### src/rtl/exc_pkg.sv
// Shared definitions for the LEGv8 exception responder: syndrome codes,
// responder state encoding and the default exception vector.
package exc_pkg;

   // Exception syndrome codes reported through ESR
   localparam logic [3:0] ESR_INVALID  = 4'b0001;
   localparam logic [3:0] ESR_IRQ      = 4'b0010;
   localparam logic [3:0] ESR_INCON_BR = 4'b0011;
   localparam logic [3:0] ESR_BAD_ERET = 4'b0100;

   // Default exception vector address
   localparam logic [63:0] EVEC_DEFAULT = 64'h0000_0000_0000_00D8;

   typedef enum logic [1:0] {
      RUN,
      HANDLER,
      HALTED
   } exc_state_t;

endpackage

### src/rtl/exc_sysregs.sv
// ELR/ESR system register storage with a synchronous write port and the
// combinational MRS read mux (00 ELR, 01 ESR, 10 InHandler, 11 zero).
module exc_sysregs #(
   parameter int unsigned N = 64
) (
   input  logic         clk,
   input  logic         reset,
   input  logic         we,
   input  logic [N-1:0] elr_wdata,
   input  logic [3:0]   esr_wdata,
   input  logic [1:0]   sel,
   input  logic         in_handler,
   output logic [N-1:0] elr,
   output logic [3:0]   esr,
   output logic [N-1:0] rdata
);

   logic [N-1:0] elr_q, elr_d;
   logic [3:0]   esr_q, esr_d;

   // Next-value logic for the link and syndrome registers
   always_comb begin
      elr_d = elr_q;
      esr_d = esr_q;
      if (we) begin
         elr_d = elr_wdata;
         esr_d = esr_wdata;
      end
   end

   // Register update with synchronous reset
   always_ff @(posedge clk) begin
      if (reset) begin
         elr_q <= '0;
         esr_q <= '0;
      end else begin
         elr_q <= elr_d;
         esr_q <= esr_d;
      end
   end

   // MRS read mux, reflects register values before the current edge
   always_comb begin
      rdata = '0;
      case (sel)
         2'b00:   rdata = elr_q;
         2'b01:   rdata = {{(N-4){1'b0}}, esr_q};
         2'b10:   rdata = {{(N-1){1'b0}}, in_handler};
         default: rdata = '0;
      endcase
   end

   assign elr = elr_q;
   assign esr = esr_q;

endmodule

### src/rtl/exc_unit.sv
// Exception responder for the LEGv8 single-cycle core: cause priority
// encoder, RUN/HANDLER/HALTED state machine and interrupt acknowledge
// handshake. Define EXC_IRQ_EN to enable the external interrupt path;
// without it ExtIRQ is ignored and ExtIAck stays 0.
module exc_unit
   import exc_pkg::*;
#(
   parameter int unsigned     N    = 64,
   parameter logic [N-1:0]    EVEC = EVEC_DEFAULT[N-1:0]
) (
   input  logic         clk,
   input  logic         reset,
   input  logic [N-1:0] PC,
   input  logic         NotAnInstr,
   input  logic         InconBranch,
   input  logic         ERet,
   input  logic         ExtIRQ,
   input  logic [1:0]   SysRegSel,
   output logic         Exc,
   output logic         Kill,
   output logic [N-1:0] EVAddr,
   output logic [N-1:0] RetAddr,
   output logic         RetTake,
   output logic [N-1:0] ELR,
   output logic [3:0]   ESR,
   output logic         InHandler,
   output logic         Halt,
   output logic         ExtIAck,
   output logic [N-1:0] SysRegData
);

`ifdef EXC_IRQ_EN
   localparam bit IrqEn = 1'b1;
`else
   localparam bit IrqEn = 1'b0;
`endif

   exc_state_t state_q, state_d;
   logic       ack_q, ack_d;
   logic       irq_req;
   logic       take;
   logic       exc_c, kill_c, ret_c;
   logic [3:0] esr_w;

   assign irq_req = IrqEn & ExtIRQ;

   // Priority encoder, next-state and redirect/kill decisions
   always_comb begin
      state_d = state_q;
      ack_d   = ack_q;
      take    = 1'b0;
      exc_c   = 1'b0;
      kill_c  = 1'b0;
      ret_c   = 1'b0;
      esr_w   = '0;
      // Handshake release on the first edge with ExtIRQ low; frozen in HALTED
      if (!ExtIRQ && state_q != HALTED) ack_d = 1'b0;
      case (state_q)
         RUN: begin
            if (NotAnInstr) begin
               take  = 1'b1;
               esr_w = ESR_INVALID;
            end else if (InconBranch) begin
               take  = 1'b1;
               esr_w = ESR_INCON_BR;
            end else if (ERet) begin
               take  = 1'b1;
               esr_w = ESR_BAD_ERET;
            end else if (irq_req && !ack_q) begin
               take  = 1'b1;
               esr_w = ESR_IRQ;
               ack_d = 1'b1;
            end
            if (take) begin
               exc_c   = 1'b1;
               kill_c  = 1'b1;
               state_d = HANDLER;
            end
         end
         HANDLER: begin
            if (NotAnInstr || InconBranch) begin
               kill_c  = 1'b1;
               state_d = HALTED;
            end else if (ERet) begin
               ret_c   = 1'b1;
               kill_c  = 1'b1;
               state_d = RUN;
            end
         end
         HALTED: begin
            kill_c = 1'b1;
         end
         default: state_d = RUN;
      endcase
   end

   // State and acknowledge registers
   always_ff @(posedge clk) begin
      if (reset) begin
         state_q <= RUN;
         ack_q   <= 1'b0;
      end else begin
         state_q <= state_d;
         ack_q   <= ack_d;
      end
   end

   exc_sysregs #(.N(N)) u_sysregs (
      .clk        (clk),
      .reset      (reset),
      .we         (take),
      .elr_wdata  (PC),
      .esr_wdata  (esr_w),
      .sel        (SysRegSel),
      .in_handler (InHandler),
      .elr        (ELR),
      .esr        (ESR),
      .rdata      (SysRegData)
   );

   assign InHandler = (state_q == HANDLER);
   assign Exc       = exc_c  & ~reset;
   assign Kill      = kill_c & ~reset;
   assign RetTake   = ret_c  & ~reset;
   assign Halt      = (state_q == HALTED) & ~reset;
   assign ExtIAck   = ack_q;
   assign EVAddr    = EVEC;
   assign RetAddr   = ELR;

endmodule

### config.mk
export PLATFORM = sky130hd
export DESIGN_NAME = exc_unit
export DESIGN_NICKNAME = d
export VERILOG_FILES = /design/src/rtl/exc_pkg.sv /design/src/rtl/exc_sysregs.sv /design/src/rtl/exc_unit.sv
export SDC_FILE = /design/constraint.sdc
export NUM_CORES = 1
export LEC_CHECK = 0
export BUFFER_PORTS_ARGS = -buffer_cell sky130_fd_sc_hd__buf_2
export CORE_AREA = 2 2 133 135
export CTS_CLUSTER_DIAMETER = 30
export DETAILED_ROUTE_END_ITERATION = 10
export DIE_AREA = 0 0 135 137
export SLEW_MARGIN = 20
export SYNTH_ARGS = -nofsm -noshare
export SYNTH_HDL_FRONTEND = slang
export SYNTH_SLANG_ARGS = --single-unit
### constraint.sdc
create_clock -name clk -period 1.2 [get_ports clk]
set_input_delay 0.12 -clock clk [delete_from_list [all_inputs] [get_ports clk]]
set_output_delay 0.12 -clock clk [all_outputs]
set_load 0.005 [all_outputs]
After elaboration in Yosys (flattened, before gate mapping)
Index checks and enable logic that the tools add are counted.
{ "word_totals": {"elab_cells": 39, "ff_bits": 70, "out_inout_bits": 266, "input_bits": 72} }
{ "op_classes": {"reduce_logical": 4, "mux": 20, "bitwise_logic": 6, "eq_ne": 6} }
{ "ops": {"columns": ["operator", "n"], "rows": [
  ["$pmux W64 S3", 1],
  ["$mux W3", 4],
  ["$mux W1", 10],
  ["$mux W2", 3],
  ["$pmux W2 S3", 1],
  ["$and A1 B1 Y1", 4],
  ["$eq A2 B1 Y1 const B", 2],
  ["$eq A2 B2 Y1 const B", 2],
  ["$logic_not A2 Y1", 2],
  ["$ne A3 B3 Y1 const B", 1],
  ["$pmux W1 S3", 1],
  ["$reduce_and A3 Y1", 1],
  ["$ne A2 B2 Y1 const B", 1],
  ["$not A1 Y1", 2],
  ["$logic_or A1 B1 Y1", 1]
]} }

Longest topological paths before layout
{ "depth": {"depth_word": 7, "ltp_mapped": 5, "depth_no_buf": 3} }

Hierarchy
Synthesis repeated with hierarchy kept, for this count alone.
{ "unflattened": {"hier_cells": 450, "area_unflattened_um2": 4066.4} }
{ "modules_own_cells": {"columns": ["mod", "instances", "seq_area_each_um2", "cells_per_inst", "area_per_inst_um2"], "rows": [
  ["exc_sysregs", 1, 1361.3, 297, 2902.8],
  ["exc_unit", 1, 40.0, 153, 1163.6]
]} }

Worst setup path before layout
Ideal clock, no wire load.
{ "synth_path": {"path_kind": "register -> register", "from": "register state_q[1]", "to": "register u_sysregs.elr_q[27], in the netlist u_sysregs.elr[27]", "path_buffers": 2, "setup_ns": 0.072, "synth_period_minus_slack_ns": 1.147, "t_arrival_ns": 1.075, "required_ns": 1.128, "slack_ns": 0.053, "stages_incl_launch_ff": 5, "cell_sequence": "dfxtp_1 -> nor3_4 -> buf_12 -> buf_8 -> mux2i_1"} }
{ "synth_via": {"elab_chain_cells": 2} }
{ "synth_rtl": {"columns": ["item", "line_no", "source"], "rows": [
  ["start, declared", "exc_unit.sv:38", "exc_state_t state_q, state_d;"],
  ["start signal, assigned", "exc_unit.sv:103", "state_q <= state_d;"],
  ["$logic_not A2 Y1", "exc_unit.sv:58", "case (state_q)"],
  ["$mux W1", "exc_unit.sv:58", null],
  ["end signal, assigned", "exc_sysregs.sv:37", "elr_q <= elr_d;"],
  ["end, declared", "exc_sysregs.sv:18", "logic [N-1:0] elr_q, elr_d;"]
]} }
Every way passes these cells.
A chain may end at the register's enable or synchronous reset.

Worst setup path in the final report
{ "layout_path": {"from": "register state_q[0]", "to": "output port RetTake"} }
{ "layout_via": {"elab_chain_cells": 3} }
{ "layout_rtl": {"columns": ["item", "line_no", "source"], "rows": [
  ["$eq A2 B1 Y1", "exc_unit.sv:58", null],
  ["$mux W1", "exc_unit.sv:58", null],
  ["$and A1 B1 Y1", "exc_unit.sv:124", "assign RetTake = ret_c & ~reset;"],
  ["end, declared", "exc_unit.sv:23", "output logic RetTake,"]
]} }
Every way passes these cells.

==> impl_metrics.xml <==
<?xml version="1.0" encoding="UTF-8"?>
<metrics>
  <group name="routing">
    <metric name="routed-via-count" unit="">3716</metric>
    <metric name="post_drt_via_cell_ratio" unit="">3.871</metric>
    <metric name="starting_drc_count_in_detailed_routing" unit="">45</metric>
    <metric name="avgRoutedWirePerCell" unit="microns">12.06</metric>
    <metric name="remaining_drc_errors" unit="">0</metric>
    <metric name="drt_pass_1_iters" unit="">4</metric>
    <metric name="drtAntennaViolNets" unit="">0</metric>
    <metric name="detail_route.wirelength" unit="mm">11.58</metric>
  </group>
  <group name="run_status">
    <metric name="violations" unit="">negative setup slack</metric>
    <metric name="outcome" unit="">finished, violations left</metric>
  </group>
  <group name="clock_tree">
    <metric name="clkSlewWorstSetupHoldPaths" unit="ns">0.06</metric>
    <metric name="htree_num_levels" unit="">3</metric>
    <metric name="tritoncts_clock_tree" unit="">yes</metric>
    <metric name="cts-root-to-sink-buffers" unit="">2</metric>
    <metric name="clk_latency" unit="ns">0.33</metric>
    <metric name="numCtsBuffers" unit="">9</metric>
    <metric name="cts.root.buffer_cell" unit="">sky130_fd_sc_hd__clkbuf_16</metric>
    <metric name="clock_sink_count" unit="">69</metric>
    <metric name="cts_hold_buf" unit="">0</metric>
  </group>
  <group name="die">
    <metric name="dieWidth" unit="microns">135</metric>
    <metric name="floorplan.initialDensity" unit="%">27.00</metric>
    <metric name="fp.dieH" unit="microns">137</metric>
    <metric name="die_area" unit="sq mm">0.01850</metric>
    <metric name="rows" unit="">48</metric>
    <metric name="pin_count" unit="">338</metric>
    <metric name="placeableCoreArea" unit="sq mm">0.01706</metric>
  </group>
  <group name="power_and_ir_drop">
    <metric name="powerDensity" unit="mW/mm^2">1272</metric>
    <metric name="ir_drop_worst_vdd" unit="mV">0.5762</metric>
    <metric name="cellLeakagePower" unit="nW">3.373</metric>
  </group>
  <group name="cells_and_area">
    <metric name="finish.instance_area" unit="sq mm">0.006062</metric>
    <metric name="area_growth_syn_to_layout" unit="%">31.62</metric>
    <metric name="post_route_cells_drive_above_1_share" unit="%">44.14</metric>
    <metric name="finalCoreUtilization" unit="%">35.54</metric>
    <metric name="fill_cells" unit="">1766</metric>
    <metric name="layout.nets" unit="">802</metric>
  </group>
  <group name="logic_synthesis">
    <metric name="post_synth_main_area_contributors" unit="">sky130_fd_sc_hd__dfxtp_1, sky130_fd_sc_hd__buf_4, sky130_fd_sc_hd__nand2b_1</metric>
    <metric name="synth_seq_area_share" unit="%">29.99</metric>
    <metric name="synthDominantAreaCellType" unit="">sky130_fd_sc_hd__dfxtp_1</metric>
    <metric name="most_numerous_cell_in_the_yosys_netlist" unit="">sky130_fd_sc_hd__buf_4</metric>
    <metric name="postSynth.topFlopCell" unit="">sky130_fd_sc_hd__dfxtp_1</metric>
    <metric name="syn-cell-area" unit="sq mm">0.004606</metric>
    <metric name="synth_top_cell_area_share" unit="%">29.99</metric>
    <metric name="synth.ff_latch_count" unit="">69</metric>
    <metric name="postSynth.asyncResetShare" unit="%">0</metric>
    <metric name="syn_inst" unit="">513</metric>
    <metric name="post_synth_most_frequent_cells" unit="">sky130_fd_sc_hd__buf_4, sky130_fd_sc_hd__nand2b_1, sky130_fd_sc_hd__dfxtp_1</metric>
    <metric name="syn_avg_cell_area" unit="sq um">8.978</metric>
    <metric name="count_of_flip_flops_with_a_built_in_enable_after_synthesis" unit="">0</metric>
    <metric name="yosys.cell_types.count" unit="">22</metric>
    <metric name="synth.yosys.warnings" unit="">0</metric>
  </group>
  <group name="timing">
    <metric name="timing.final.crit_share" unit="%">114.4</metric>
    <metric name="fmaxAchievable" unit="MHz">728.5</metric>
    <metric name="finalSetupViolCount" unit="">70</metric>
    <metric name="final.setup.worst_slack" unit="ns">-0.1726</metric>
    <metric name="timing.clock.skew" unit="ns">0.006749</metric>
    <metric name="min_period" unit="ns">1.373</metric>
    <metric name="timing_hold_violations_final" unit="">0</metric>
    <metric name="rsz0062_at_grt" unit="">yes</metric>
    <metric name="final.setup.tns" unit="ns">-8.213</metric>
    <metric name="fin_worst_hold_slack" unit="ns">0.04041</metric>
    <metric name="timing_max_transition_violations_final" unit="">0</metric>
  </group>
  <group name="critical_path">
    <metric name="critical_path.slowest_cell" unit="">sky130_fd_sc_hd__dfxtp_4</metric>
    <metric name="top_delay_family_on_crit_path" unit="">simple AND/OR/NAND/NOR gates</metric>
    <metric name="worstPathRequired" unit="ns">1.08</metric>
    <metric name="r2r-end" unit="">u_sysregs.elr[35]$_SDFFE_PP0N_</metric>
    <metric name="worst_path_cell_chain" unit="">nor2b_4 -&gt; nand3b_1 -&gt; nor3_2 -&gt; buf_2</metric>
    <metric name="worst_r2r_startpoint" unit="">state_q[1]$_SDFFE_PP0P_</metric>
    <metric name="reg2reg_slack" unit="ns">-0.16</metric>
    <metric name="critical_path_arrival" unit="ns">1.25</metric>
    <metric name="worst_path_largest_cell_delay" unit="ns">0.35</metric>
    <metric name="reg2regPathDepth" unit="">5</metric>
    <metric name="worst_setup_path_end_kind" unit="">primary output</metric>
    <metric name="critical_path_fanout_max" unit="">4</metric>
    <metric name="worst_setup_path_start_kind" unit="">flip-flop</metric>
    <metric name="critical_path_class" unit="">flip-flop to primary output</metric>
    <metric name="worst-path-buf-inv" unit="">1</metric>
  </group>
  <group name="placed_design">
    <metric name="routabilityCongestion" unit="">0.7209</metric>
    <metric name="hpwlAfterDp" unit="mm">8.591</metric>
    <metric name="place_ws" unit="ns">-0.004149</metric>
    <metric name="post_dp_cell_area" unit="sq mm">0.005564</metric>
    <metric name="io_buffers" unit="">270</metric>
  </group>
  <group name="global_routing">
    <metric name="globalRouteOverflowTotal" unit="">0</metric>
    <metric name="maximum_number_of_pins_on_one_net_before_global_route_repair" unit="">60</metric>
    <metric name="antenna_violations_before_repair" unit="">1</metric>
    <metric name="first_global_vias" unit="">3198</metric>
    <metric name="grtUsageTotal" unit="%">11.47</metric>
    <metric name="grt_first_pass_wirelength" unit="mm">16.31</metric>
  </group>
  <group name="min_path">
    <metric name="hp-start" unit="">PC[52]</metric>
    <metric name="whs_path_depth" unit="">3</metric>
    <metric name="type_of_the_most_critical_hold_path" unit="">input port to flip-flop</metric>
    <metric name="min_to" unit="">u_sysregs.elr[52]$_SDFFE_PP0N_</metric>
  </group>
  <group name="job">
    <metric name="cap_viol_max_count" unit="">0</metric>
  </group>
</metrics>
## metrics by stage
step                instances  power (mW)
finish                    960       7.709
detailed placement        938       4.960
global route              959       8.227
floorplan                 577       4.476
global placement          938       4.940
CTS                       958       7.801
## flip-flops by register name, indices dropped and copies added (netlist names)
name           cells
state_q            2
u_sysregs.esr      3
u_sysregs.elr     64
## worst register-to-register path: cells and delay by family, from the launching register on
family | cells | cell delay, ns
buffers and inverters | 3 | 0.54
flip-flops | 1 | 0.36
multiplexers | 1 | 0.17
AND/OR/NAND/NOR | 1 | 0.23
## repair_timing
action,in CTS,in global routing
setup endpoints to repair,28,72
resized for setup,15,12
buffers inserted,3,0
gates cloned,2,2
pin swaps,2,2
## cells by family after synthesis
family / count (synthesis) / share of synthesized area [%]
AOI/OAI and AO/OA: 9 / 1.168
xor gates and xnor gates: 1 / 0.1902
and+or+nand+nor: 207 / 28.36
muxes: 67 / 14.56
DFF: 69 / 29.99
other: 2 / 0.1631
buffers and inverters: 158 / 25.56
## layout by cell type, fill, tap and decap left out, types with 5 or more instances in the layout
| cell type | Yosys | layout |
|---|---|---|
| sky130_fd_sc_hd__buf_6 | 0 | 5 |
| sky130_fd_sc_hd__buf_4 | 131 | 10 |
| sky130_fd_sc_hd__dfxtp_1 | 69 | 66 |
| sky130_fd_sc_hd__conb_1 | 2 | 66 |
| sky130_fd_sc_hd__and2_1 | 61 | 61 |
| sky130_fd_sc_hd__mux2i_1 | 67 | 67 |
| sky130_fd_sc_hd__buf_12 | 5 | 7 |
| sky130_fd_sc_hd__clkbuf_16 | 0 | 11 |
| sky130_fd_sc_hd__nand2b_1 | 130 | 129 |
| sky130_fd_sc_hd__buf_2 | 0 | 270 |
## per-layer routing
layer  global-route usage (%)  up-vias  share of wire [%]
li1                         -     1857                  -
met1                    12.24     1643                 38
met2                    21.18      206                 51
met3                    3.000       10                9.3
met4                    5.208        0                1.5
met5                        0        -                  0
## worst max-delay path by stage
stage | start | to | slack, ns | cells past startpoint
after floorplan | state_q[1]$_SDFFE_PP0P_ | u_sysregs.elr[27]$_SDFFE_PP0N_ | 0.05 | 4
after global placement | state_q[1]$_SDFFE_PP0P_ | u_sysregs.elr[22]$_SDFFE_PP0N_ | 0.04 | 4
after CTS | state_q[0]$_SDFFE_PP0P_ | RetTake | -0.22 | 5
after detailed placement | state_q[1]$_SDFFE_PP0P_ | u_sysregs.elr[49]$_SDFFE_PP0N_ | -0.004 | 4
final | state_q[0]$_SDFFE_PP0P_ | RetTake | -0.17 | 4
after global routing | state_q[0]$_SDFFE_PP0P_ | RetTake | -0.27 | 4
## area by class of cell
cell class / instances / area, sq um / area share [%]
Multi-Input combinational cell: 350 / 2321 / 38.29
Timing Repair Buffer: 300 / 1788 / 29.49
Sequential cell: 69 / 1390 / 22.93
Tap cell: 225 / 281.5 / 4.644
Clock buffer: 14 / 274.0 / 4.520
Clock inverter: 1 / 5.005 / 0.08256
Antenna cell: 1 / 2.502 / 0.04128
## power by group
part / total [mW] / leakage, nW / internal, mW / switching [mW]
Combinational: 2.32 / 2.66 / 1.34 / 0.980
Sequential: 2.86 / 0.572 / 2.58 / 0.275
Clock: 2.53 / 0.139 / 1.56 / 0.971
Note: power is estimated with default switching activity, not from simulation.
